$ cat src/rtl/multi_voice_synth.sv
// N-voice tone generator with a sequential mixer, fed by a one-entry config slot.
// Define MULTI_VOICE_SYNTH_SINE_EN to build the sine LUT; otherwise wave 3 falls back to triangle.
module multi_voice_synth #(
  parameter int NUM_VOICES = 3,
  parameter int PRD_W      = 32,
  parameter int AMP_W      = 4,
  parameter int SAMPLE_DIV = 256,
  localparam int VSEL_W    = (NUM_VOICES > 1) ? $clog2(NUM_VOICES) : 1,
  localparam int OUT_W     = AMP_W + $clog2(NUM_VOICES)
) (
  input  logic                  clk,
  input  logic                  reset_n,
  input  logic                  cfg_valid,
  output logic                  cfg_ready,
  input  logic [VSEL_W-1:0]     cfg_voice,
  input  logic [PRD_W-1:0]      cfg_period,
  input  logic [1:0]            cfg_wave,
  input  logic                  cfg_enable,
  output logic [OUT_W-1:0]      sample,
  output logic                  sample_valid,
  output logic [NUM_VOICES-1:0] active_voices
);

  localparam int STEP_W = PRD_W - 6;
  localparam int DIV_W  = $clog2(SAMPLE_DIV);
  localparam logic [AMP_W-1:0] AMP_MAX = '1;
  localparam logic [1:0] S_IDLE = 2'd0;
  localparam logic [1:0] S_ACC  = 2'd1;
  localparam logic [1:0] S_OUT  = 2'd2;

  logic [DIV_W-1:0]  divCnt_q;
  logic              tick;
  logic              pendValid_q;
  logic [VSEL_W-1:0] pendVoice_q;
  logic [STEP_W-1:0] pendStep_q;
  logic [1:0]        pendWave_q;
  logic              pendEnable_q;
  logic              unusedPeriodLsbs;

  logic [STEP_W-1:0]     step_q  [NUM_VOICES];
  logic [1:0]            wave_q  [NUM_VOICES];
  logic [NUM_VOICES-1:0] enable_q;
  logic [STEP_W-1:0]     cnt_q   [NUM_VOICES];
  logic [5:0]            phase_q [NUM_VOICES];
  logic [NUM_VOICES-1:0] applyHit;
  logic [AMP_W-1:0]      amp     [NUM_VOICES];
  logic [AMP_W-1:0]      snap_q  [NUM_VOICES];

  logic [1:0]        state_q, state_d;
  logic [VSEL_W-1:0] idx_q;
  logic [OUT_W-1:0]  acc_q, sample_q, accSum;
  logic              valid_q, lastIdx;

  // The period only matters in units of 64 clocks, so the low bits are dropped at the slot.
  assign unusedPeriodLsbs = ^cfg_period[5:0];
  assign tick             = (divCnt_q == DIV_W'(SAMPLE_DIV - 1));
  assign cfg_ready        = ~pendValid_q;

  always_ff @(posedge clk or negedge reset_n) begin
    if (!reset_n) begin
      divCnt_q <= '0;
    end else if (tick) begin
      divCnt_q <= '0;
    end else begin
      divCnt_q <= divCnt_q + 1'b1;
    end
  end

  always_ff @(posedge clk or negedge reset_n) begin
    if (!reset_n) begin
      pendValid_q  <= 1'b0;
      pendVoice_q  <= '0;
      pendStep_q   <= '0;
      pendWave_q   <= '0;
      pendEnable_q <= 1'b0;
    end else if (cfg_valid && cfg_ready) begin
      pendValid_q  <= 1'b1;
      pendVoice_q  <= cfg_voice;
      pendStep_q   <= cfg_period[PRD_W-1:6];
      pendWave_q   <= cfg_wave;
      pendEnable_q <= cfg_enable;
    end else if (tick) begin
      pendValid_q  <= 1'b0;
    end
  end

`ifdef MULTI_VOICE_SYNTH_SINE_EN
  function automatic int sineQuarter(input int k);
    case (k)
      0: return 0;      1: return 6424;   2: return 12785;  3: return 19024;
      4: return 25080;  5: return 30894;  6: return 36410;  7: return 41576;
      8: return 46341;  9: return 50661;  10: return 54492; 11: return 57798;
      12: return 60548; 13: return 62714; 14: return 64277; 15: return 65220;
      default: return 65536;
    endcase
  endfunction

  // sin is stored as a Q16 quarter wave; the full cycle is rebuilt by mirroring and negation.
  function automatic logic [AMP_W-1:0] sineEntry(input int p);
    int     k, s;
    longint num;
    k = p % 16;
    if (((p / 16) % 2) == 1) k = 16 - k;
    s = sineQuarter(k);
    if (p >= 32) s = -s;
    num = longint'((1 << AMP_W) - 1) * longint'(65536 + s) + 64'sd65536;
    return AMP_W'(num / 64'sd131072);
  endfunction

  logic [AMP_W-1:0] sineLut [64];
  always_comb begin
    for (int g = 0; g < 64; g++) sineLut[g] = sineEntry(g);
  end
`endif

  function automatic logic [AMP_W-1:0] waveAmp(input logic [1:0] wave, input logic [5:0] p);
    case (wave)
      2'd0:    return p[5] ? AMP_MAX : '0;
      2'd1:    return p[5 -: AMP_W];
      default: return p[5] ? ~p[4 -: AMP_W] : p[4 -: AMP_W];
    endcase
  endfunction

  always_comb begin
    for (int i = 0; i < NUM_VOICES; i++) begin
      applyHit[i] = tick && pendValid_q && (pendVoice_q == VSEL_W'(i));
      amp[i]      = '0;
      if (enable_q[i] && (step_q[i] != '0)) begin
        amp[i] = waveAmp(wave_q[i], phase_q[i]);
`ifdef MULTI_VOICE_SYNTH_SINE_EN
        if (wave_q[i] == 2'd3) amp[i] = sineLut[phase_q[i]];
`endif
      end
    end
  end

  always_ff @(posedge clk or negedge reset_n) begin
    if (!reset_n) begin
      enable_q <= '0;
      for (int i = 0; i < NUM_VOICES; i++) begin
        step_q[i]  <= '0;
        wave_q[i]  <= '0;
        cnt_q[i]   <= '0;
        phase_q[i] <= '0;
      end
    end else begin
      for (int i = 0; i < NUM_VOICES; i++) begin
        if (applyHit[i]) begin
          step_q[i]   <= pendStep_q;
          wave_q[i]   <= pendWave_q;
          enable_q[i] <= pendEnable_q;
          cnt_q[i]    <= '0;
          phase_q[i]  <= '0;
        end else if (step_q[i] != '0) begin
          if (cnt_q[i] == step_q[i] - 1'b1) begin
            cnt_q[i]   <= '0;
            phase_q[i] <= phase_q[i] + 6'd1;
          end else begin
            cnt_q[i]   <= cnt_q[i] + 1'b1;
          end
        end
      end
    end
  end

  assign lastIdx = (idx_q == VSEL_W'(NUM_VOICES - 1));
  assign accSum  = acc_q + OUT_W'(snap_q[idx_q]);

  always_comb begin
    state_d = state_q;
    case (state_q)
      S_IDLE:  if (tick) state_d = S_ACC;
      S_ACC:   if (lastIdx) state_d = S_OUT;
      default: state_d = S_IDLE;
    endcase
  end

  // The final sum is registered on leaving ACC so the strobe coincides with the OUT cycle.
  always_ff @(posedge clk or negedge reset_n) begin
    if (!reset_n) begin
      state_q  <= S_IDLE;
      idx_q    <= '0;
      acc_q    <= '0;
      sample_q <= '0;
      valid_q  <= 1'b0;
      for (int i = 0; i < NUM_VOICES; i++) snap_q[i] <= '0;
    end else begin
      state_q <= state_d;
      valid_q <= 1'b0;
      if (state_q == S_IDLE && tick) begin
        for (int i = 0; i < NUM_VOICES; i++) snap_q[i] <= amp[i];
        acc_q <= '0;
        idx_q <= '0;
      end else if (state_q == S_ACC) begin
        acc_q <= accSum;
        idx_q <= idx_q + VSEL_W'(1);
        if (lastIdx) begin
          sample_q <= accSum;
          valid_q  <= 1'b1;
        end
      end
    end
  end

  assign sample        = sample_q;
  assign sample_valid  = valid_q;
  assign active_voices = enable_q;

endmodule
$ cat config.mk
export PLATFORM = sky130hd
export DESIGN_NAME = multi_voice_synth
export DESIGN_NICKNAME = d
export VERILOG_FILES = /design/src/rtl/multi_voice_synth.sv
export SDC_FILE = /design/constraint.sdc
export NUM_CORES = 1
export LEC_CHECK = 0
export CELL_PAD_IN_SITES_DETAIL_PLACEMENT = 0
export CELL_PAD_IN_SITES_GLOBAL_PLACEMENT = 1
export CORE_ASPECT_RATIO = 2
export CORE_MARGIN = 1.5
export CORE_UTILIZATION = 50
export CTS_CLUSTER_DIAMETER = 30
export CTS_CLUSTER_SIZE = 30
export DETAILED_ROUTE_END_ITERATION = 7
export GPL_ROUTABILITY_DRIVEN = 0
export PLACE_DENSITY = 0.91
export SYNTH_ARGS = -nofsm -noshare
export SYNTH_HDL_FRONTEND = slang
export SYNTH_SLANG_ARGS = --single-unit
export TNS_END_PERCENT = 5
$ cat constraint.sdc
create_clock -name clk -period 6 [get_ports clk]
set_clock_uncertainty 0.15 [all_clocks]
set_input_delay 0.6 -clock clk [delete_from_list [all_inputs] [get_ports clk]]
set_output_delay 0.6 -clock clk [all_outputs]
set_load 0.01 [all_outputs]
==> impl_metrics.ini <==
[outcome]
run_status = finished with violations
violations = negative hold slack

[clock_network]
cts_buffer_depth = 3
path_clk_slew_ns = 0.06
holdBufCountCts = 0
cts_tree = built
clock-sinks = 252
cts_resized = 0
worst_skew_pair.late_latency_ns = 0.54
cts_root_buffer = clkbuf_16
cts_setup_buffers = 0
htreeDepth = 2
cts_buffers = 37

[critical_path]
cp_max_fo = 30
crit_slowest_cell = nor3_2
path_buf_inv = 2
end_kind = register
cp-start-kind = register
critPathKind = register to register
arrival_ns = 4.64
path_delay_family = simple AND/OR/NAND/NOR gates
cp_common_cell = and4_1
max_stage_delay_ns = 0.97
crit_chain = inv_1, ha_1, nor3b_1, nand4_1, or2_2, a31oi_1, o311ai_0, and4_1, and4_1, buf_4, nor3_2, a22o_1
required_ns = 6.31

[power]
power_density_nw_per_um2 = 240
p_leak_nw = 7.89
ir_drop_mv = 0.235

[sta]
timing.fmax_ghz = 0.231
rsz0062_at_grt = false
relSlewSlack_pct = 20.7
hold_ws_ns = -0.0249
setup_viol_count_final = 0
finalSetupTns_ns = 0
finalHoldViolCount = 3
fin_crit_ns = 4.33
min_period_over_period_pct = 72.1
report.final.slew_viol_count = 0
tightest_slew_ns = 1.18

[min_path]
timing.hold.worst.class = input pin to async pin

[job]
cap_viol_max_count = 0

[drt]
ant_nets = 0
firstDrtPassIters = 5
wire_per_inst_um = 18.8
wl_um = 39300
drtIter0Drc = 634
drcViolationCount = 0
vias = 12500
viasPerCell = 6.01

[grt]
grt_usage_pct = 26.1
grt_max_degree = 136
grt_pass1_vias = 12900
grt_pass1_wl_um = 64800
grt_overflow_total = 0
antenna_found_initial = 0

[synthesis]
postSynthNetCount = 1754
ys_types = 82
yosysSeqAreaShare_pct = 42.7
netlist_area_um2 = 14800
ys_top_cells_by_count = 373 x nand2_1, 252 x dfrtp_1, 108 x nor2_1
synth.yosys.warnings = 0
avgSynthCellArea_um2 = 8.71
yosys.area.top_type = dfrtp_1
synthCells = 1696
synth-async-reset-ratio_pct = 100
synth-seq-cells = 252
synth_top_area_share_pct = 42.7
synth_edf_count = 0
ys.flop_type = dfrtp_1
synth_area_leaders = dfrtp_1 43%, nand2_1 9.5%, xor2_1 4.0%
synthMostInstantiatedCell = nand2_1

[die]
die_y_um = 246
rows = 88
die_area_um2 = 30600
ios = 51
fp.dieW_um = 125
initial_utilization_pct = 51.0
core_area_um2 = 29000

[placed_design]
hpwl_um = 28500
dp_cells = 2020
portBuffers = 44

[cells_and_area]
fin_util_pct = 57.3
drive_gt1_share_pct = 8.64
syn_to_final_growth_pct = 12.4
diodes = 0
nNetsFinal = 1757
fin_cells = 2085
[cell families (layout without fill, tap and decap cells)]
logic type / after synthesis / count (layout) / share of synthesized area [%]
buffers and inverters: 133 / 162 / 3.83
multiplexers: 55 / 55 / 4.00
AO/OA/AOI/OAI: 261 / 261 / 11.9
flip-flops: 252 / 252 / 42.7
AND/OR/NAND/NOR: 846 / 846 / 28.2
XOR/XNOR: 131 / 131 / 7.77
adder cells (fa/ha/maj): 18 / 18 / 1.58
[per-layer routing]
metal,vias to the layer above,GRT usage [%],routed length (µm)
li1,5966,-,-
met1,6075,25.5,14100
met2,311,50.2,21100
met3,170,3.45,1130
met4,0,17.8,2910
met5,-,0,0
[path summary, 6_finish.rpt]
check	startpoint	endpoint	slack, ns	cells after the start
hold / removal	reset_n	cnt_q[31]	-0.02	1
max in group asynchronous	reset_n	pendStep_q[22]	4.47	2
setup reg to reg	step_q[26]	cnt_q[42]	1.67	12
min in group clk	sample[4]	sample[4]	0.33	2
hold reg to reg	sample[4]	sample[4]	0.33	2
setup / recovery	step_q[26]	cnt_q[42]	1.67	12
[stage by stage]
stage          area, µm²  total power [mW]  hold WS (ns)  setup slack [ns]
6_report           16600              3.99       -0.0249              1.67
5_1_grt            16600              4.11        0.0661              1.44
4_1_cts            16600              4.03        0.0211              1.67
3_5_place_dp       15400              1.89         0.317              1.71
3_3_place_gp       15400              1.89         0.310              1.73
2_1_floorplan      14800              1.81         0.154              2.83
[cells in the final DEF (no fill, tap or decap), drive strengths merged, types with 6 or more instances in the layout]
master,Yosys,layout
nor2,110,110
clkbuf,70,38
clkdlybuf4s50,0,43
o31ai,27,27
or4,14,14
ha,17,17
a21o,19,19
nand4b,7,7
inv,39,53
clkinv,0,8
o221ai,10,10
or3,26,26
nor3,49,49
mux2i,23,23
buf,23,15
xnor2,63,63
xor2,68,68
mux2,32,32
and3,27,27
and2,11,11
a31oi,9,9
a21oi,45,45
nand4,33,33
nand2b,22,22
nor2b,18,18
o211ai,7,7
o21ai,78,78
nand3b,6,6
or2,9,9
a22o,19,19
nor4,38,38
nand3,79,79
nand2,373,373
nor3b,8,8
dfrtp,252,252
[power by group]
part	total (mW)	switching, mW	internal [mW]	leakage (nW)
sequential	1.77	0.0461	1.73	3.44
combinational	0.0848	0.0426	0.0422	3.86
clock	2.13	0.898	1.23	0.590
[sequential cells by signal, indices dropped and copies added, names as in the netlist]
signal / count
acc_q: 6
idx_q: 2
pendStep_q: 26
step_q: 78
pendVoice_q: 2
snap_q: 12
pendWave_q: 2
sample: 6
phase_q: 18
sample_valid: 1
pendValid_q: 1
state_q: 2
cnt_q: 78
divCnt_q: 8
pendEnable_q: 1
wave_q: 6
active_voices: 3
[area by class of cell]
type	count	area, µm²
clock buffer	38	940
multi-input combinational	1311	7920
sequential	252	6310
inverter	39	146
timing repair buffer	58	563
clock inverter	27	280
tap	360	450
fill	2587	12400
No activity file was read; power rests on OpenSTA's default activity.
